`src/rtl/hyperbus_arbiter.sv`:
```
// Round-robin arbiter sharing one Hyperbus native controller port between
// NPORTS requesters. A grant is held for a whole transaction. Address and
// request type are latched at grant. Data and handshakes are steered
// combinationally between the granted port and the controller. A watchdog
// releases a port that stalls mid-transaction and pulses m_err for it.
//
// Handshake semantics: a requester raises m_rrq/m_wrq and holds it, with a
// stable m_adr_i, until its last beat has been accepted. Each cycle in which
// m_ready[i] (write) or m_valid[i] (read) is high moves exactly one data beat.
// Dropping the request ends the transaction, and the controller sees
// hbus_rrq/hbus_wrq low in that same cycle.
module hyperbus_arbiter #(
    parameter int NPORTS     = 2,
    parameter int ADDR_WIDTH = 32,
    parameter int DATA_WIDTH = 16,
    parameter int TIMEOUT    = 1024
) (
    input  logic                         hbus_clk,
    input  logic                         hbus_rst,
    input  logic [NPORTS-1:0]            m_rrq,
    input  logic [NPORTS-1:0]            m_wrq,
    input  logic [NPORTS*ADDR_WIDTH-1:0] m_adr_i,
    input  logic [NPORTS*DATA_WIDTH-1:0] m_dat_i,
    output logic [DATA_WIDTH-1:0]        m_dat_o,
    output logic [NPORTS-1:0]            m_gnt,
    output logic [NPORTS-1:0]            m_ready,
    output logic [NPORTS-1:0]            m_valid,
    output logic [NPORTS-1:0]            m_err,
    output logic [ADDR_WIDTH-1:0]        hbus_adr_o,
    output logic [DATA_WIDTH-1:0]        hbus_dat_o,
    output logic                         hbus_rrq,
    output logic                         hbus_wrq,
    input  logic [DATA_WIDTH-1:0]        hbus_dat_i,
    input  logic                         hbus_ready,
    input  logic                         hbus_valid,
    input  logic                         hbus_busy
);

    localparam int IDX_W = (NPORTS > 1) ? $clog2(NPORTS) : 1;
    localparam int CNT_W = (TIMEOUT > 0) ? $clog2(TIMEOUT + 1) : 1;
    localparam bit WD_EN = (TIMEOUT != 0);
    localparam logic [CNT_W-1:0] CNT_MAX  = CNT_W'(TIMEOUT);
    localparam logic [IDX_W-1:0] LAST_RST = IDX_W'(NPORTS - 1);

    // One-hot state encoding.
    typedef enum logic [2:0] {
        S_IDLE   = 3'b001,
        S_ACTIVE = 3'b010,
        S_DRAIN  = 3'b100
    } state_t;

    state_t                  state_q;
    logic [NPORTS-1:0]       gnt_q;
    logic [IDX_W-1:0]        gidx_q;
    logic [IDX_W-1:0]        last_q;
    logic [ADDR_WIDTH-1:0]   adr_q;
    logic                    is_wr_q;
    logic [CNT_W-1:0]        cnt_q;
    logic [NPORTS-1:0]       err_q;

    logic [NPORTS-1:0]       req_any;
    logic                    pick_found;
    logic [IDX_W-1:0]        pick_idx;
    logic [IDX_W-1:0]        cand;
    logic [NPORTS-1:0]       pick_oh;
    logic [ADDR_WIDTH-1:0]   pick_adr;
    logic                    pick_wr;
    logic                    g_rrq;
    logic                    g_wrq;
    logic                    g_req;
    logic                    active;
    logic                    stall;
    logic [DATA_WIDTH-1:0]   dat_mux;

    assign req_any = m_rrq | m_wrq;
    assign active  = (state_q == S_ACTIVE);
    assign stall   = ~hbus_ready & ~hbus_valid;

    // Request lines of the granted port; only the latched type keeps the
    // transaction alive.
    assign g_rrq = m_rrq[gidx_q];
    assign g_wrq = m_wrq[gidx_q];
    assign g_req = is_wr_q ? g_wrq : g_rrq;

    // Round-robin search: first requester starting at last+1, wrapping.
    always_comb begin
        pick_found = 1'b0;
        pick_idx   = last_q;
        pick_oh    = '0;
        pick_adr   = '0;
        pick_wr    = 1'b0;
        cand       = '0;
        for (int k = 1; k <= NPORTS; k++) begin
            cand = IDX_W'((int'(last_q) + k) % NPORTS);
            if (!pick_found && req_any[cand]) begin
                pick_found = 1'b1;
                pick_idx   = cand;
                pick_oh    = NPORTS'(1) << cand;
                pick_adr   = m_adr_i[int'(cand)*ADDR_WIDTH +: ADDR_WIDTH];
                // Read wins when a port raises both request lines.
                pick_wr    = ~m_rrq[cand] & m_wrq[cand];
            end
        end
    end

    // Write data mux selected by the registered one-hot grant.
    always_comb begin
        dat_mux = '0;
        for (int i = 0; i < NPORTS; i++) begin
            if (gnt_q[i]) begin
                dat_mux = dat_mux | m_dat_i[i*DATA_WIDTH +: DATA_WIDTH];
            end
        end
    end

    // Controller-side requests exist only in ACTIVE, so the async reset and
    // the drop of the granted request both clear them immediately.
    assign hbus_rrq   = active & g_rrq & ~is_wr_q;
    assign hbus_wrq   = active & g_wrq &  is_wr_q;
    assign hbus_adr_o = adr_q;
    assign hbus_dat_o = dat_mux;

    // Handshakes go to the granted port only, and only for the latched type.
    assign m_ready = (active & is_wr_q  & hbus_ready) ? gnt_q : '0;
    assign m_valid = (active & ~is_wr_q & hbus_valid) ? gnt_q : '0;
    assign m_dat_o = hbus_dat_i;
    assign m_gnt   = gnt_q;
    assign m_err   = err_q;

    // Arbitration FSM with grant, address, type, watchdog and error pulse.
    always_ff @(posedge hbus_clk or posedge hbus_rst) begin
        if (hbus_rst) begin
            state_q <= S_IDLE;
            gnt_q   <= '0;
            gidx_q  <= '0;
            last_q  <= LAST_RST;
            adr_q   <= '0;
            is_wr_q <= 1'b0;
            cnt_q   <= '0;
            err_q   <= '0;
        end else begin
            err_q <= '0;
            case (state_q)
                S_IDLE: begin
                    if (pick_found && !hbus_busy) begin
                        gnt_q   <= pick_oh;
                        gidx_q  <= pick_idx;
                        last_q  <= pick_idx;
                        adr_q   <= pick_adr;
                        is_wr_q <= pick_wr;
                        cnt_q   <= '0;
                        state_q <= S_ACTIVE;
                    end
                end
                S_ACTIVE: begin
                    if (!g_req) begin
                        // Normal end of transaction.
                        state_q <= S_DRAIN;
                    end else if (!stall) begin
                        cnt_q <= '0;
                    end else if (WD_EN) begin
                        // Saturating count of consecutive stall cycles; the
                        // TIMEOUT-th one releases the port.
                        if (cnt_q != CNT_MAX) begin
                            cnt_q <= cnt_q + CNT_W'(1);
                        end
                        if (cnt_q >= CNT_MAX - CNT_W'(1)) begin
                            err_q   <= gnt_q;
                            state_q <= S_DRAIN;
                        end
                    end
                end
                S_DRAIN: begin
                    // Hold the grant until the controller has gone idle.
                    if (!hbus_busy) begin
                        gnt_q   <= '0;
                        state_q <= S_IDLE;
                    end
                end
                default: begin
                    gnt_q   <= '0;
                    state_q <= S_IDLE;
                end
            endcase
        end
    end

endmodule

```
`config.mk`:
```
export PLATFORM = sky130hd
export DESIGN_NAME = hyperbus_arbiter
export DESIGN_NICKNAME = d
export VERILOG_FILES = /design/src/rtl/hyperbus_arbiter.sv
export SDC_FILE = /design/constraint.sdc
export NUM_CORES = 1
export LEC_CHECK = 0
export BUFFER_PORTS_ARGS = -buffer_cell sky130_fd_sc_hd__buf_2
export CELL_PAD_IN_SITES_DETAIL_PLACEMENT = 0
export CELL_PAD_IN_SITES_GLOBAL_PLACEMENT = 1
export CORE_MARGIN = 2
export CORE_UTILIZATION = 32
export DETAILED_ROUTE_END_ITERATION = 8
export PLACE_DENSITY_LB_ADDON = 0.12
export SLEW_MARGIN = 20
export SYNTH_ARGS = -nofsm -noshare
export SYNTH_HDL_FRONTEND = slang
export SYNTH_SLANG_ARGS = --single-unit
```
`constraint.sdc`:
```
create_clock -name hbus_clk -period 5.9 [get_ports hbus_clk]
set_input_delay 0.885 -clock hbus_clk [delete_from_list [all_inputs] [get_ports hbus_clk]]
set_output_delay 0.885 -clock hbus_clk [all_outputs]
set_load 0.02 [all_outputs]
```
* Word level (Yosys, flattened, before mapping)
Index checks and enable logic that the tools add are counted.
** Word-level totals
- Register bits after elaboration :: 53
- Input port bits :: 121
- Output and inout port bits :: 74
- Word-level logic and storage cells :: 106
** Operators by class
- $add $sub $neg :: 3
- Magnitude comparators :: 4
- Equality and inequality tests :: 10
- Shift-type cells :: 4
- Multiplexer cells :: 49
- Bitwise logic cells :: 19
- Reduce and logical (&&, ||, !) cells :: 9
** Operators with widths (count)
- variable part select 64 x 7 -> 32 bit :: 2
- two-way mux 32 bit :: 2
- two-way mux 11 bit :: 4
- two-way mux 16 bit :: 2
- two-way mux 1 bit :: 23
- one-hot mux 11 bit (2 select lines) :: 1
- two-way mux 2 bit :: 10
- OR 16 bit :: 1
- two-way mux 3 bit :: 5
- adder 11 x 1 -> 11 bit, second input constant :: 1
- bitwise AND 1 bit :: 11
- greater-or-equal comparator 11 x 10 -> 1 bit, second input constant :: 1
- inequality test 11 bit, second input constant :: 1
- inequality test 3 x 2 -> 1 bit, second input constant :: 3
- one-hot mux 3 bit (3 select lines) :: 1
- AND reduction 4 bit :: 2
- < comparator 1 x 2 -> 1 bit, second input constant :: 3
- inequality test 2 bit, second input constant :: 3
- NOT 1 bit :: 6
- one-hot mux 2 bit (3 select lines) :: 1
- left shift 1 x 1 -> 2 bit, first input constant :: 2
- == test 3 x 1 -> 1 bit, second input constant :: 1
- == test 3 x 2 -> 1 bit, second input constant :: 1
- == test 3 bit, second input constant :: 1
- other kinds (7) :: 10

* Longest topological paths before layout
Gate-level depths: netlist (run 1).
- Depth after elaboration :: 10
- Gate-level depth with buffers :: 6
- Gate-level depth less buffers :: 6

* Worst setup path before layout (run 1)
Ideal clock, no wire load.
- Path kind :: flip-flop to output port
- Start :: register state_q[2]
- End :: output port hbus_rrq
- Arrival :: 1.426 ns
- Required time :: 5.015 ns
- Setup slack :: 3.589 ns
- Stages on the path, launching flop included :: 4
- Path through :: dfrtp_1 > or3b_1 > buf_2 > nor3_1
** Between the ends
- Cells in the longest elaborated chain, start to end :: 3
** RTL lines
- from (decl) :: RTL line 52 : state_t state_q;
- from (signal assigned) :: RTL line 133 : state_q <= S_IDLE;
- from (signal assigned) :: RTL line 152 : state_q <= S_ACTIVE;
- from (signal assigned) :: RTL line 158 : state_q <= S_DRAIN;
- == test 3 x 2 -> 1 bit :: RTL line 76 : assign active = (state_q == S_ACTIVE);
- bitwise AND 1 bit (2 in series) :: RTL line 118 : assign hbus_rrq = active & g_rrq & ~is_wr_q;
- to (decl) :: RTL line 31 : output logic hbus_rrq,
Every way passes these cells.

* Final worst setup path (run 1)
- Start :: register state_q[2]
- End :: output port m_valid[0]
** Between the ends
- Cells in the longest elaborated chain, start to end :: 4
** RTL lines
- == test 3 x 2 -> 1 bit :: RTL line 76
- bitwise AND 1 bit (2 in series) :: RTL line 125 : assign m_valid = (active & ~is_wr_q & hbus_valid) ? gnt_q : '0;
- two-way mux 2 bit :: RTL line 125
- to (decl) :: RTL line 27 : output logic [NPORTS-1:0] m_valid,
Every way passes these cells.

==> results.cfg, run 1 <==
[clock_network]
root_buffer = clkbuf_8
clock_sinks = 53
clkLatencyLatePin_ps = 310
postCtsSetupBuffers = 0
htreeDepth = 2
tritoncts = built
clk_pin_slew_ps = 100
post_cts_resized = 0
cts_buffer_depth = 2
ctsHoldBuffers = 0
cts_buffers = 5

[place]
io_buffers = 162
place_congestion = 0.851
hpwl_um = 6080

[global_route]
track_usage_pct = 16.1
grt_max_degree = 58
antenna_found_initial = 0
grt_pass1_vias = 2798
grt_pass1_wl_um = 13300
grt_overflow = 0

[yosys]
synth_top_area_share_pct = 42.5
synthFlopType = dfrtp_1
yosysMostFrequentCell = dfrtp_1
yosysSeqAreaShare_pct = 44.3
synth_seq_cells = 53
netlist_area_um2 = 3000
synth.area.top_cells = dfrtp_1 (43%), a22oi_1 (8.0%), o21ai_0 (6.5%)
syn_avg_cell_area_um2 = 9.18
synth_cells = 327
synth_common_cells = dfrtp_1 (51), nand2_1 (41), o21ai_0 (39), a22oi_1 (32), clkbuf_1 (19)
synth_edf_count = 0
yosys.area.top_type = dfrtp_1
yosys_warnings = 0
ys_types = 50
async_flop_share_pct = 100
syn-num-nets = 450

[final_layout]
syn_to_final_growth_pct = 29.3
nets = 585
finish.utilization_pct = 42.4
antenna_cells = 0
ff_latch_area_um2 = 1330
fill_cells = 900
multiInputGateArea_um2 = 1440
final_layout_size_suffix_gt1_share_pct = 40.6

[sta]
skew_ps = 13.3
holdWs_ps = 482
slew_headroom_pct = 54.2
setup_viol = 0
hold_viol_final = 0
layout_min_cycle_time_ps = 2690
tns_ps = 0
slew_viol_final = 0
fmax_ghz = 0.372
rsz0062_at_grt = no
fin_crit_sh_pct = 45.6
max_slew.worst_pin.slew_ps = 686

[power_and_ir_drop]
p_total_uw = 1600
ir_drop_uv = 161
leakage_uw = 0.00199
power_density_nw_per_um2 = 411

[floorplan]
num_rows = 35
initial_core_util_pct = 32.8
design.die.area_um2 = 10200
ioPinCount = 195
die_h_um = 101
dieWidth_um = 101
coreArea_um2 = 9150

[route]
drtIter0Drc = 176
vias = 3013
drc_errors = 0
wirelength_um = 8290
vias_per_cell = 5.25
dr.pass1.iters = 4
detail-route-antenna-nets = 0
avgRoutedWirePerCell_um = 14.4

[setup_path]
crit_path_end_kind = primary output
cp-start-kind = register
arrival_ps = 1810
critPathKind = reg -> out
cp_max_fo = 8
cp_data_required_time_ps = 5020

[flow_run]
cap_violations = 0

[worst_hold_path]
hold_path_class = reg -> reg

[status]
status = finished clean
[flip-flops by register name (all words and copies together), names as in the netlist]
| signal | flops |
|---|---|
| is_wr_q | 1 |
| m_err | 2 |
| hbus_adr_o | 32 |
| gidx_q | 1 |
| last_q | 1 |
| m_gnt | 2 |
| state_q | 3 |
| cnt_q | 11 |
[critical path, cell delays in order, from the launching register on]
cell and delay [ps]:
dfrtp_1 460, or3b_1 530, nor2_1 180, and3_1 160, buf_2 160
[metal layers]
metal	vias up	track usage, %	share of wire, %
met2	129	26.5	47
met1	1393	21.5	45
met3	8	3.95	7.5
met5	-	0	0
li1	1483	-	-
met4	0	3.27	0.92
[power breakdown]
part,switching [uW],internal (uW)
combinational,490,286
sequential,110,491
clock,123,95.5
[layout by cell type, fill, tap and decap left out, drive strengths merged, types with 2 or more instances in the layout]
| master | netlist | routed |
|---|---|---|
| buf | 19 | 166 |
| dfrtp | 51 | 51 |
| nand2 | 41 | 41 |
| o21ai | 39 | 39 |
| a22oi | 32 | 32 |
| a22o | 17 | 17 |
| nand3 | 10 | 10 |
| inv | 8 | 8 |
| nor2 | 7 | 7 |
| nor3 | 7 | 7 |
| and3 | 6 | 6 |
| clkbuf | 19 | 6 |
| and4 | 5 | 5 |
| a31oi | 5 | 5 |
| a21oi | 5 | 5 |
| nor2b | 4 | 4 |
| or4 | 3 | 3 |
| nor3b | 3 | 3 |
| or3 | 3 | 3 |
| o211ai | 3 | 3 |
| and2 | 3 | 3 |
| nor4 | 3 | 3 |
| or4b | 2 | 2 |
| a221o | 2 | 2 |
| nand2b | 2 | 2 |
| or2 | 2 | 2 |
| a31o | 2 | 2 |
| a21o | 2 | 2 |
| mux2i | 2 | 2 |
| ha | 2 | 2 |
| dfstp | 2 | 2 |
| clkinv | 0 | 2 |
[layout make-up]
type                       instances  area share [%]
multi-input combinational        228            37.2
tap                              111            3.58
clock inverter                     2           0.355
timing repair buffer             166            21.7
inverter                           8           0.774
sequential                        53            34.3
clock buffer                       6            2.13
[path summary, 6_finish.rpt]
path	to	cells past startpoint	slack, ps	start
max reg2reg	cnt_q[4]	5	3420	state_q[0]
max in group asynchronous	hbus_adr_o[2]	3	4690	hbus_rst
min reg2reg	hbus_adr_o[8]	2	480	hbus_adr_o[8]
min in group asynchronous	hbus_adr_o[24]	3	750	hbus_rst
max	m_valid[0]	4	3210	state_q[2]
min	hbus_adr_o[8]	2	480	hbus_adr_o[8]
[cells by family (layout without fill, tap and decap cells)]
| logic type | count (synthesis) | after routing | synth area share, % |
|---|---|---|---|
| AO/OA/AOI/OAI | 118 | 118 | 27.0 |
| adder cells (fa/ha/maj) | 2 | 2 | 0.834 |
| buffers and inverters | 46 | 182 | 7.84 |
| flip-flops | 53 | 53 | 44.3 |
| multiplexers | 3 | 3 | 1.42 |
| AND/OR/NAND/NOR | 105 | 105 | 18.6 |
[metrics by stage]
stage | instances | instance area, um^2 | worst slack (ps)
floorplan | 327 | 3000 | 3590
detailed placement | 566 | 3780 | 2950
finish | 574 | 3880 | 3210
CTS | 574 | 3880 | 3200
global placement | 566 | 3780 | 2980
global route | 574 | 3880 | 3020
(Power assumes the default switching activity.)
==> inputs of run 2 (changes only) <==
- ABC_AREA: not set -> 1
- CORE_UTILIZATION: 32 -> 31
- clock period: 5.9 -> 2.6 ns (I/O delays scaled with it)
==> run 2 against run 1 <==
Against the previous run:
- core utilization is 3.3 points lower
- sequential power up 130%
- critical path type unchanged
- synthesized area rose by 31%
- synthesized cell count rose by 84%
- combinational power grew to 3.7 times the previous value
- setup slack got worse by 2700 ps
==> results.cfg, run 2 <==
[status]
status = finished clean

[setup_path]
endpoint = m_valid[1]
crit_path_end_kind = primary output
reg2reg_from = last_q
cp-start-kind = register
reg2regPathDepth = 6
cp_max_fo = 18
startpoint = m_gnt[1]
cp_data_required_time_ps = 2210
critPathKind = reg -> out
rrSetupSlack_ps = 710
arrival_ps = 1700
r2r-end = hbus_adr_o[3]

[final_layout]
post-route-cell-area_um2 = 4870
syn_to_final_growth_pct = 24.1
largest_register_ff_count = 32
antenna_cells = 0
fill_cells = 1380
finish.utilization_pct = 39.1
layout_commonest_cell = nand2_1
nets = 852
final_cells = 902
final_layout_size_suffix_gt1_share_pct = 26.6
final_cell_mix = nand2_1 (200), buf_2 (162), o21ai_0 (72)

[global_route]
grt_overflow = 0
grt_pass1_wl_um = 18600
grt_max_degree = 67
grt_pass1_vias = 3916
track_usage_pct = 17.3
antenna_found_initial = 0

[yosys]
async_flop_share_pct = 100
synthFlopType = dfrtp_1
synth_seq_cells = 53
syn_avg_cell_area_um2 = 6.50
syn-num-nets = 726
synth.area.top_cells = dfrtp_1 (33%), nand2_1 (19%), o21ai_0 (9.2%)
ys_types = 32
synth_edf_count = 0
yosys.area.top_type = dfrtp_1
netlist_area_um2 = 3920
yosysMostFrequentCell = nand2_1
synth_cells = 603
synth_top_area_share_pct = 32.5
yosys_warnings = 0
yosysSeqAreaShare_pct = 33.9
synth_common_cells = nand2_1 (200), o21ai_0 (72), inv_1 (66), nor2_1 (58), dfrtp_1 (51)

[floorplan]
design.die.area_um2 = 13600
ioPinCount = 195
die_h_um = 116
dieWidth_um = 116
coreArea_um2 = 12500
initial_core_util_pct = 31.5
num_rows = 41

[clock_network]
cts_buffers = 5
postCtsSetupBuffers = 0
clkLatencyLatePin_ps = 300
tritoncts = built
htreeDepth = 2
root_buffer = clkbuf_16
ctsHoldBuffers = 0
clk_pin_slew_ps = 80
cts_buffer_depth = 2
post_cts_resized = 0
clock_sinks = 53

[power_and_ir_drop]
power_density_nw_per_um2 = 1040
ir_drop_uv = 374
leakage_uw = 0.00258

[sta]
setup_viol = 0
fmax_ghz = 0.478
max_slew.worst_pin.slew_ps = 847
slew_viol_final = 0
hold_viol_final = 0
slew_headroom_pct = 43.4
tns_ps = 0
fin_crit_sh_pct = 80.5
layout_min_cycle_time_ps = 2090
rsz0062_at_grt = no
skew_ps = 8.11

[route]
vias_per_cell = 4.67
wirelength_um = 11700
drtIter0Drc = 153
dr.pass1.iters = 4
avgRoutedWirePerCell_um = 13.0
drc_errors = 0
detail-route-antenna-nets = 0
vias = 4214

[flow_run]
cap_violations = 0

[place]
hpwl_um = 8670
place_congestion = 0.783
post_dp_cell_area_um2 = 4690
io_buffers = 162
placed_cells = 894

[worst_hold_path]
hold_path_class = in -> async
==> run 2: cell count changes after synthesis, sizes merged, moves of 27 or more <==
cell and change:
inv +62, a22oi -32, nand2 +160, o21ai +35, nor2 +55, a31oi +27
==> run 2: routing by layer <==
layer | global-route usage (%) | vias to the layer above | share of wire [%]
met5 | 0 | - | 0
met4 | 3.81 | 0 | 0.98
met3 | 2.80 | 11 | 6.2
met2 | 31.4 | 151 | 49
met1 | 21.5 | 1884 | 44
li1 | - | 2168 | -
==> run 2: metrics by stage <==
stage	hold WS, ps	setup slack, ps	total power (uW)
final	58.3	507	5080
after global routing	88.2	402	5610
after CTS	70.2	495	5160
after detailed placement	397	634	4340
after global placement	384	663	4310
after floorplan	463	685	3580
==> run 2: worst min-delay path by stage <==
| stage | startpoint | endpoint | slack (ps) | depth (start not counted) |
|---|---|---|---|---|
| global placement | hbus_rst | hbus_adr_o[3] | 380 | 2 |
| finish | hbus_rst | hbus_adr_o[8] | 60 | 2 |
| global route | hbus_rst | hbus_adr_o[8] | 90 | 2 |
| floorplan | cnt_q[10] | cnt_q[10] | 460 | 2 |
| detailed placement | hbus_rst | hbus_adr_o[2] | 400 | 2 |
| CTS | hbus_rst | hbus_adr_o[13] | 70 | 2 |
==> run 2: cell type report <==
class	instances	area, um^2	share of cell area, %
repair buffers	170	871	17.9
well taps	172	215	4.42
clock buffers	6	139	2.85
multi-input cells	429	2010	41.4
clock inverters	2	37.5	0.771
flip-flops and latches	53	1330	27.3
inverters	70	263	5.40
==> run 2: worst max-delay path: stages (launching register included) <==
cell and delay (ps):
dfrtp_1 670, inv_1 180, nor4_1 330, buf_2 230
==> run 2: kinds of logic (layout without fill, tap and decap cells) <==
kind of cell | after synthesis | after routing | synth area share (%)
AOI/OAI and AO/OA | 125 | 125 | 18.9
xor gates and xnor gates | 1 | 1 | 0.223
adders and majority gates | 2 | 2 | 0.638
buffers and inverters | 121 | 248 | 14.9
DFF | 53 | 53 | 33.9
and+or+nand+nor | 301 | 301 | 31.5
==> run 2: report_power, final <==
part	switching [uW]	internal, uW	total [uW]
sequential	254	1150	1410
clock	326	482	807
combinational	1920	946	2870
